**src/rtl/decoder_pkg.sv**
```systemverilog
// Shared decode definitions: instruction field layout, opcodes, FSM states and the control bundle
// handed from the decode stage to execute.
package decoder_pkg;

    localparam int INST_W         = 16;
    localparam int DATA_W         = 8;
    localparam int IMM_W          = 16;
    localparam int I_ADDR_W       = 12;
    localparam int REG_ADDR_WIDTH = 4;

    localparam int OPCODE_MSB         = 15;
    localparam int OPCODE_LSB         = 12;
    localparam int REG_FIELD_MSB      = 11;
    localparam int REG_FIELD_LSB      = 8;
    localparam int DATA_IMMEDIATE_MSB = DATA_W - 1;
    localparam int DATA_IMMEDIATE_LSB = 0;

    localparam logic [REG_ADDR_WIDTH-1:0] REG_STATUS = 4'hF;
    localparam logic [2:0]                ALU_SUB    = 3'd1;

    // Conditional branches carry their condition code in the two low opcode bits.
    typedef enum logic [3:0] {
        OPCODE_NOP   = 4'h0,
        OPCODE_SET   = 4'h1,
        OPCODE_ALUI  = 4'h2,
        OPCODE_ALUR  = 4'h3,
        OPCODE_GET   = 4'h4,
        OPCODE_PUT   = 4'h5,
        OPCODE_LOAD  = 4'h6,
        OPCODE_STORE = 4'h7,
        OPCODE_JUMP  = 4'h8,
        OPCODE_CMPI  = 4'h9,
        OPCODE_BRZ   = 4'hC,
        OPCODE_BRNZ  = 4'hD,
        OPCODE_BRC   = 4'hE,
        OPCODE_EXT   = 4'hF
    } opcode_e;

    typedef enum logic {
        NORMAL   = 1'b0,
        PREFIXED = 1'b1
    } decode_state_e;

    typedef struct packed {
        logic                      acc_write_enable;
        logic                      write_put_acc;
        logic                      read_get_acc;
        logic [REG_ADDR_WIDTH-1:0] reg_addr;
        logic                      read_data_output_enable;
        logic                      status_write_enable;
        logic                      data_memory_write_enable;
        logic                      data_memory_output_enable;
        logic                      jump_branch_select;
        logic                      immediate_address_select;
        logic                      unconditional_branch;
        logic [1:0]                branch_condition;
        logic                      pc_relative;
        logic                      alu_output_enable;
        logic [2:0]                alu_function;
        logic                      imm_to_acc;
        logic                      imm_to_alu_b;
    } decode_ctrl_t;

    function automatic logic uses_data_imm(decode_ctrl_t c);
        return c.imm_to_acc || c.imm_to_alu_b;
    endfunction

endpackage

```
**src/rtl/decode_logic.sv**
```systemverilog
// Combinational instruction -> control bundle translation; no state, no handshake.
// Unknown opcodes and EXT decode to an all-zero bundle (no-op).
module decode_logic
    import decoder_pkg::*;
(
    input  logic [INST_W-1:0] instruction,
    output decode_ctrl_t      ctrl
);

    logic [3:0]                opcode;
    logic [REG_ADDR_WIDTH-1:0] reg_field;
    logic                      unused_imm_bits;

    assign opcode          = instruction[OPCODE_MSB:OPCODE_LSB];
    assign reg_field       = instruction[REG_FIELD_MSB:REG_FIELD_LSB];
    assign unused_imm_bits = ^instruction[7:3];

    always_comb begin
        ctrl = '0;
        case (opcode)
            OPCODE_SET: begin
                ctrl.imm_to_acc       = 1'b1;
                ctrl.acc_write_enable = 1'b1;
            end
            OPCODE_ALUI: begin
                ctrl.imm_to_alu_b      = 1'b1;
                ctrl.alu_output_enable = 1'b1;
                ctrl.acc_write_enable  = 1'b1;
                ctrl.alu_function      = instruction[10:8];
            end
            OPCODE_ALUR: begin
                ctrl.read_data_output_enable = 1'b1;
                ctrl.reg_addr                = reg_field;
                ctrl.alu_output_enable       = 1'b1;
                ctrl.acc_write_enable        = 1'b1;
                ctrl.alu_function            = instruction[2:0];
            end
            OPCODE_GET: begin
                ctrl.read_get_acc            = 1'b1;
                ctrl.read_data_output_enable = 1'b1;
                ctrl.reg_addr                = reg_field;
                ctrl.acc_write_enable        = 1'b1;
            end
            OPCODE_PUT: begin
                ctrl.write_put_acc = 1'b1;
                ctrl.reg_addr      = reg_field;
            end
            OPCODE_LOAD: begin
                ctrl.immediate_address_select  = 1'b1;
                ctrl.data_memory_output_enable = 1'b1;
                ctrl.acc_write_enable          = 1'b1;
            end
            OPCODE_STORE: begin
                ctrl.immediate_address_select = 1'b1;
                ctrl.data_memory_write_enable = 1'b1;
            end
            OPCODE_JUMP: begin
                ctrl.jump_branch_select   = 1'b1;
                ctrl.unconditional_branch = 1'b1;
            end
            OPCODE_CMPI: begin
                ctrl.imm_to_alu_b        = 1'b1;
                ctrl.alu_output_enable   = 1'b1;
                ctrl.status_write_enable = 1'b1;
                ctrl.alu_function        = ALU_SUB;
            end
            OPCODE_BRZ, OPCODE_BRNZ, OPCODE_BRC: begin
                // The condition is evaluated against the status register, so read it out.
                ctrl.jump_branch_select      = 1'b1;
                ctrl.pc_relative             = 1'b1;
                ctrl.reg_addr                = REG_STATUS;
                ctrl.read_data_output_enable = 1'b1;
                ctrl.branch_condition        = opcode[1:0];
            end
            default: ctrl = '0;
        endcase
    end

endmodule

```
**src/rtl/decode_stage.sv**
```systemverilog
// Registered decode stage with EXT prefix handling: one cycle latency, valid/ready on both sides;
// outputs hold while out_valid && !out_ready, and flush discards the held output and any prefix.
module decode_stage
    import decoder_pkg::*;
(
    input  logic                clk,
    input  logic                reset,
    input  logic                flush,
    input  logic [INST_W-1:0]   instruction,
    input  logic                in_valid,
    output logic                in_ready,
    output logic                out_valid,
    input  logic                out_ready,
    output decode_ctrl_t        ctrl,
    output logic [IMM_W-1:0]    data_immediate,
    output logic [I_ADDR_W-1:0] address_immediate,
    output logic                prefix_pending,
    output logic                prefix_dropped
);

    decode_ctrl_t dec;

    decode_logic u_decode_logic (
        .instruction (instruction),
        .ctrl        (dec)
    );

    decode_state_e        state_q, state_d;
    logic [DATA_W-1:0]    ext_q, ext_d;
    logic                 dropped_q, dropped_d;
    logic                 out_valid_q, out_valid_d;
    decode_ctrl_t         ctrl_q, ctrl_d;
    logic [IMM_W-1:0]     data_imm_q, data_imm_d;
    logic [I_ADDR_W-1:0]  addr_imm_q, addr_imm_d;

    logic                 accept;
    logic                 is_ext;
    logic                 uses_imm;
    logic [DATA_W-1:0]    low_imm;

    assign in_ready = !flush && (!out_valid_q || out_ready);
    assign accept   = in_valid && in_ready;
    assign is_ext   = (instruction[OPCODE_MSB:OPCODE_LSB] == OPCODE_EXT);
    assign uses_imm = uses_data_imm(dec);
    assign low_imm  = instruction[DATA_IMMEDIATE_MSB:DATA_IMMEDIATE_LSB];

    always_ff @(posedge clk) begin
        if (reset) begin
            state_q   <= NORMAL;
            ext_q     <= '0;
            dropped_q <= 1'b0;
        end else begin
            state_q   <= state_d;
            ext_q     <= ext_d;
            dropped_q <= dropped_d;
        end
    end

    always_comb begin
        state_d   = state_q;
        ext_d     = ext_q;
        dropped_d = 1'b0;
        if (flush) begin
            state_d   = NORMAL;
            dropped_d = (state_q == PREFIXED);
        end else if (accept) begin
            if (is_ext) begin
                ext_d     = low_imm;
                state_d   = PREFIXED;
                dropped_d = (state_q == PREFIXED);
            end else begin
                // A prefix survives only into an instruction that consumes a data immediate.
                state_d   = NORMAL;
                dropped_d = (state_q == PREFIXED) && !uses_imm;
            end
        end
    end

    assign prefix_pending = (state_q == PREFIXED);
    assign prefix_dropped = dropped_q;

    always_comb begin
        out_valid_d = out_valid_q && !out_ready;
        ctrl_d      = ctrl_q;
        data_imm_d  = data_imm_q;
        addr_imm_d  = addr_imm_q;
        if (flush) begin
            out_valid_d = 1'b0;
        end else if (accept && !is_ext) begin
            out_valid_d = 1'b1;
            ctrl_d      = dec;
            addr_imm_d  = instruction[I_ADDR_W-1:0];
            if ((state_q == PREFIXED) && uses_imm) begin
                data_imm_d = {ext_q[IMM_W-DATA_W-1:0], low_imm};
            end else begin
                data_imm_d = {{(IMM_W-DATA_W){1'b0}}, low_imm};
            end
        end
    end

    always_ff @(posedge clk) begin
        if (reset) begin
            out_valid_q <= 1'b0;
            ctrl_q      <= '0;
            data_imm_q  <= '0;
            addr_imm_q  <= '0;
        end else begin
            out_valid_q <= out_valid_d;
            ctrl_q      <= ctrl_d;
            data_imm_q  <= data_imm_d;
            addr_imm_q  <= addr_imm_d;
        end
    end

    assign out_valid         = out_valid_q;
    assign ctrl              = ctrl_q;
    assign data_immediate    = data_imm_q;
    assign address_immediate = addr_imm_q;

endmodule

```
**config.mk**
```make
export PLATFORM = sky130hd
export DESIGN_NAME = decode_stage
export DESIGN_NICKNAME = d
export VERILOG_FILES = /design/src/rtl/decoder_pkg.sv /design/src/rtl/decode_logic.sv /design/src/rtl/decode_stage.sv
export SDC_FILE = /design/constraint.sdc
export NUM_CORES = 1
export LEC_CHECK = 0
export ABC_CLOCK_PERIOD_IN_PS = 3300
export CAP_MARGIN = 40
export CORE_UTILIZATION = 48
export DETAILED_ROUTE_END_ITERATION = 12
export GPL_TIMING_DRIVEN = 0
export MAX_ROUTING_LAYER = met4
export PLACE_DENSITY = 0.84
export RECOVER_POWER = 100
export SLEW_MARGIN = 20
export SYNTH_ARGS = -nofsm -noshare
export SYNTH_HDL_FRONTEND = slang
export SYNTH_SLANG_ARGS = --single-unit
export TNS_END_PERCENT = 1
```
**constraint.sdc**
```tcl
create_clock -name clk -period 3.3 [get_ports clk]
set_clock_uncertainty 0.05 [all_clocks]
set_input_delay 0.99 -clock clk [delete_from_list [all_inputs] [get_ports clk]]
set_output_delay 0.99 -clock clk [all_outputs]
set_load 0.03 [all_outputs]
```
==> results by group <==
Drt
  • Vias: just over 2,000
  • DRC viols: 0
  • Drt initial violations: around 140
  • First-pass DRT Iterations: 4
  • DR WL/cell: ~15 µm
  • WL final: a little under 6 mm
  • Antenna-violating nets left: 0
  • Vias per inst: roughly 5.5

Synth
  • Syn Area/Cell: ~9.0 µm²
  • Synthesis warning total: 0
  • Post-synth cell types: 38
  • Register area share after synthesis: 49.3%
  • Synth Net Count: approximately 270
  • Mapped cell area: 2190 µm²
  • Register bit total from synthesis: 54
  • Cells after Synth: 244

CTS
  • CTS resizes: 2
  • H-tree depth: 2
  • Skew-Pair Late Insertion Delay: 0.31 ns
  • Number of setup buffers added after CTS: 0
  • CTS tree: built
  • Clock buffer depth: 2
  • Hold_buf cts: 0
  • # clock sinks: 54
  • CTS clk-pin slew, worst paths: 0.09 ns
  • Clock root buffer: clkbuf_8
  • TritonCTS Buffers: 5

STA
  • Final setup TNS: 0 ns
  • RSZ-0062 raised after global routing: no
  • Slew @ Worst Pin: ~0.71 ns
  • Setup violators final: 0
  • Pins Over Slew Limit: 0
  • Fmax achieved: around 310 MHz
  • Fin crit share: between 90 and 100%
  • Final min period: ~3.2 ns
  • Hold Vio Cnt, Final: 0
  • Slew margin rel.: 52.0%

GRT
  • Largest net degree at the start of global routing: 19
  • Gr ovfl total: 0
  • Initial antenna violation count: 0
  • First-pass GRT wire length: 9.60 mm
  • Overall routing resource usage: about a quarter
  • Number of global-route vias before repair: ~2,000

Floorplanning
  • Total die area: just under 5000 µm²
  • Starting Density: 50.0%
  • Core Area: between 4000 and 5000 µm²
  • Row count: 24
  • Die height: 69.6 µm
  • IO Count: 76
  • Die W: between 60 and 70 µm

Power
  • Static leakage: about 0.0013 µW
  • Total Power: about 1300 µW
  • Maximum vdd ir drop: around 0.26 mV
  • PwrDens: 432 nW/µm²

Critical path
  • CP max stage delay: ~0.62 ns
  • Crit-path cells: dlygate4sd3_1, nor2_1, dlygate4sd2_1
  • Crit Path Class: in -> out
  • Slowest cell on crit path: dlygate4sd3_1
  • CP required: roughly 2.3 ns
  • Crit path max fanout: 6
  • Crit. End Element: primary output
  • Worst Path Arrival: approximately 2.1 ns
  • Startpoint types: input pin

Status
  • Status: complete, no violations

Finish
  • N_diodes: 0
  • Seq. cell area: 1080 µm²
  • Area delta synth->final: 40.6%
  • Layout cell share with drive strength beyond 1: 8.00%
  • Layout Nets: between 300 and 400
  • Area of the multi-input gates: about 950 µm²
  • Most common cell after layout, fill and taps aside: dlygate4sd3_1
  • Post-route cell area: 3080 µm²
  • Commonest cells after routing, fill and taps aside: dlygate4sd3_1, dfxtp_1, nand2_1
  • Fillers: 366
  • Share of the core filled with cells: roughly 70%

Placement
  • Dpl hpwl: 4.19 mm
  • Port Buffer Count: 73
  • Placed standard-cell area: approximately 3000 µm²
  • Routability-driven placement congestion ratio: about 0.87

Flow run
  • Max_cap viols: 0

Worst hold path
  • Worst Hold Class: reg -> reg
[where the power goes]
part | total (µW) | internal (µW) | switching [µW] | leakage, µW
clock | 457 | 232 | 225 | 0.0000591
combinational | 199 | 78.3 | 120 | 0.000783
sequential | 676 | 667 | 8.73 | 0.000438
total | 1330 | 977 | 354 | 0.00128
[routing by layer]
layer,up-vias,part of all wire [%],global-route usage [%]
li1,1013,-,-
met1,968,41,32.9
met2,79,50,41.1
met3,14,5.9,4.94
met5,-,0,-
met4,0,2.5,10.7
[cell families after synthesis]
kind of cell	synth area share, %
buf+inv	7.07
mux	5.65
flops	49.3
compound gates	17.6
simple gates	20.4
[synthesized netlist by cell type]
cell	count	area share [%]
nor2b_1	4	1.1
dfxtp_1	54	49
o311ai_0	1	0.40
nor3_1	5	1.1
mux2i_1	9	4.1
nand3b_1	1	0.34
nand2b_1	5	1.4
nand3_1	4	0.91
mux2_2	3	1.5
or3_1	1	0.29
nand3_2	1	0.46
o21a_1	1	0.34
o21ai_0	4	0.91
buf_2	7	1.6
a22o_1	8	3.2
a211oi_1	3	1.0
or3b_1	1	0.40
a311oi_1	1	0.40
nand2_1	39	6.7
a32oi_1	1	0.40
buf_1	1	0.17
a221o_1	4	1.8
nand4b_1	1	0.40
buf_6	2	1.0
and3b_1	1	0.40
a21oi_1	29	6.6
and3_1	3	0.86
a21oi_2	1	0.40
nor2_1	19	3.3
buf_4	8	2.7
a211o_1	3	1.2
clkbuf_1	8	1.4
nor4_2	1	0.57
or4_1	2	0.68
a32o_1	2	0.91
nor2_2	1	0.29
nand4_1	4	1.1
inv_1	1	0.17
[critical path: cells and delay by family]
family / cells / cell delay [ns]
buffers and inverters: 2 / 1.02
and+or+nand+nor: 1 / 0.12
[registers in the layout (all words and copies together), names as in the netlist]
name	flops
data_immediate	16
out_valid	1
prefix_pending	1
ctrl	23
address_immediate	4
ext_q	8
prefix_dropped	1
[stage by stage]
step / std cells / setup slack (ns) / hold slack (ns)
floorplan: 244 / 0.796 / 0.392
global placement: 369 / -0.0968 / 0.394
detailed placement: 369 / -0.0989 / 0.395
CTS: 377 / 0.214 / 0.410
global route: 377 / 0.0719 / 0.431
finish: 377 / 0.124 / 0.403
[cell type report]
| class | count | area share [%] |
|---|---|---|
| buffer | 26 | 4.50 |
| clock inverter | 3 | 1.54 |
| sequential | 54 | 35.1 |
| clock buffer | 5 | 2.23 |
| timing repair buffer | 73 | 23.7 |
| inverter | 1 | 0.122 |
| tap | 52 | 2.11 |
| multi-input combinational | 163 | 30.8 |
[final timing paths]
check / from / endpoint / slack, ns / cells past startpoint
worst max-delay path: flush / in_ready / 0.12 / 3
worst min-delay path: ctrl[0]$_SDFFE_PP0P_ / ctrl[0]$_SDFFE_PP0P_ / 0.40 / 2
worst max register to register: out_valid$_SDFF_PP0_ / data_immediate[8]$_SDFFE_PP0P_ / 1.44 / 5
worst min register to register: ctrl[0]$_SDFFE_PP0P_ / ctrl[0]$_SDFFE_PP0P_ / 0.40 / 2
Note: power is estimated with default switching activity, not from simulation.
==> variant (config.mk and constraints unchanged) <==
Set the package constant `DATA_W` to 10 (it was 8).
--- a/src/rtl/decoder_pkg.sv
+++ b/src/rtl/decoder_pkg.sv
@@ -3,7 +3,7 @@
 package decoder_pkg;
 
     localparam int INST_W         = 16;
-    localparam int DATA_W         = 8;
+    localparam int DATA_W         = 10;
     localparam int IMM_W          = 16;
     localparam int I_ADDR_W       = 12;
     localparam int REG_ADDR_WIDTH = 4;
Formal check against the unedited RTL: not equivalent (a bounded check fails within 4 cycles, from zero or initial values and one cycle with reset high).
==> variant against the unedited design <==
- design area fell by 3.4%
- clock power shrank 5.5%
- total power fell by 5.3%
- utilization grew 2.0 points
- largest power group unchanged
- synthesized area is 3.5% lower
- setup slack worse by 15 ps
- count of clock-buffer cells in the layout did not move
- non-clock buffer count rose by 4
- die area shrank 3.4%
- sequential cell count is 4 lower
- sequential power down 7.2%
- routed wire length down 9.9%
- first-iteration DRC count fell by 5.8%
- highest routed layer unchanged
==> variant: results (changes against the unedited design) <==
Cells and area
  • Final #Nets: 337 (-2.3%)
  • Number of standard cells in the layout, taps in and fillers out: 367 (-2.7%)
  • Share of cells above drive strength 1: 8.20% (+0.20 points)
  • # diodes: 0 (unchanged)
  • Largest register FFs: 23 (unchanged)

Place
  • Hpwl dp: 3900 um (-6.9%)
  • Worst slack, placed: -307 ps (-208 ps)
  • GPL Wtd Cong: 0.863 (-1.1%)
  • Port bufs: 74 (+1.4%)
  • Placed cells: 359 (-2.7%)
  • Dpl cell area: 0.00292 mm2 (-2.3%)

Global routing
  • Largest net degree at the start of global routing: 17 (-2)
  • Total GRT Usage: 23.6% (-2.4 points)
  • Vias in the first global route: 1597 (-20%)
  • Global-route wire length before repair: 7910 um (-18%)

Synth
  • Synth top area cells: dfxtp_1, nand2_1, a21oi_1
  • Synth warn: 0 (unchanged)
  • Syn avg cell area: 9.00 um2 (+0.16%)
  • Sequential element share of the synthesized area: 47.3% (-2.0 points)
  • Ys flop type: dfxtp_1
  • Distinct cells, synth: 41 (+7.9%)
  • Compound-Gate Fraction of Synth Area: 16.0% (-1.7 points)
  • Post-Syn Nets: 256 (-3.4%)
  • Fraction of synthesized area in multiplexers: 4.85% (-0.80 points)
  • Synth top cells by count: dfxtp_1, nand2_1, a21oi_1, nor2_1, buf_4

Clock network
  • Clk buf depth: 2 (unchanged)
  • Worst skew pair latency: 290 ps (-20 ps)
  • Root Buffer: clkbuf_8

Setup path
  • Worst R2R Start: out_valid$_SDFF_PP0_
  • RR Endpoint: ext_q[4]$_SDFFE_PP0P_
  • Worst setup path startpoint: out_ready
  • Largest fanout on the critical path: 7 (+1)
  • Worst R2R Setup Slack: 1210 ps (-230 ps)

Timing
  • Post-layout minimum cycle time: 3190 ps (+14.9 ps)
  • Max transition margin: 21.0% (-31 points)
  • Hold WS: 401 ps (-1.86 ps)

Route
  • TritonRoute pass-1 iters: 5 (+1)
  • Wirelength per Cell: 14.2 um (-7.5%)
  • 1st-iter DRT viols: 130 (-5.8%)
  • Vias/cell: 5.25 (-4.6%)

Power and ir drop
  • Clock-net power: 0.000432 W (-5.5%)
  • Internal power: 0.000926 W (-5.2%)
  • Part of the power in combinational logic: 16.0% (+1.1 points)
  • Pleak: 1.25 nW (-2.7%)
  • Peak VDD IR: 0.297 mV (+13%)

Outcome
  • Outcome: completed

Min path
  • HP Class: reg -> reg
[variant: cell types whose count changed in the layout (fill, tap and decap cells not counted), moves of 3 or more]
cell	change
nand4_1	-3
a211o_1	-3
dfxtp_1	-4
a21oi_1	-4
a211oi_1	+3
buf_4	+3
[variant: final cells by class]
cell class | instances | area [um2]
Clock buffer | 5 | 68.8
Timing Repair Buffer | 74 | 741
Clock inverter | 3 | 45.0
Sequential cell | 50 | 1000
Multi-Input combinational cell | 155 | 896
Tap cell | 50 | 62.6
Inverter | 1 | 3.75
Buffer | 29 | 160
Fill cell | 346 | 1140
[variant: critical path, stage by stage]
cell	delay [ps]
clkdlybuf4s50_1	480
nor2b_1	50
clkbuf_2	160
nor2_1	100
clkdlybuf4s15_1	370
[variant: routing by layer]
metal / GRT usage, % / up-vias / wire [um]
met3: 3.67 / 2 / 278
met4: 6.77 / 0 / 27
met1: 32.2 / 899 / 2390
li1: - / 974 / -
met5: - / - / 0
met2: 35.9 / 52 / 2540
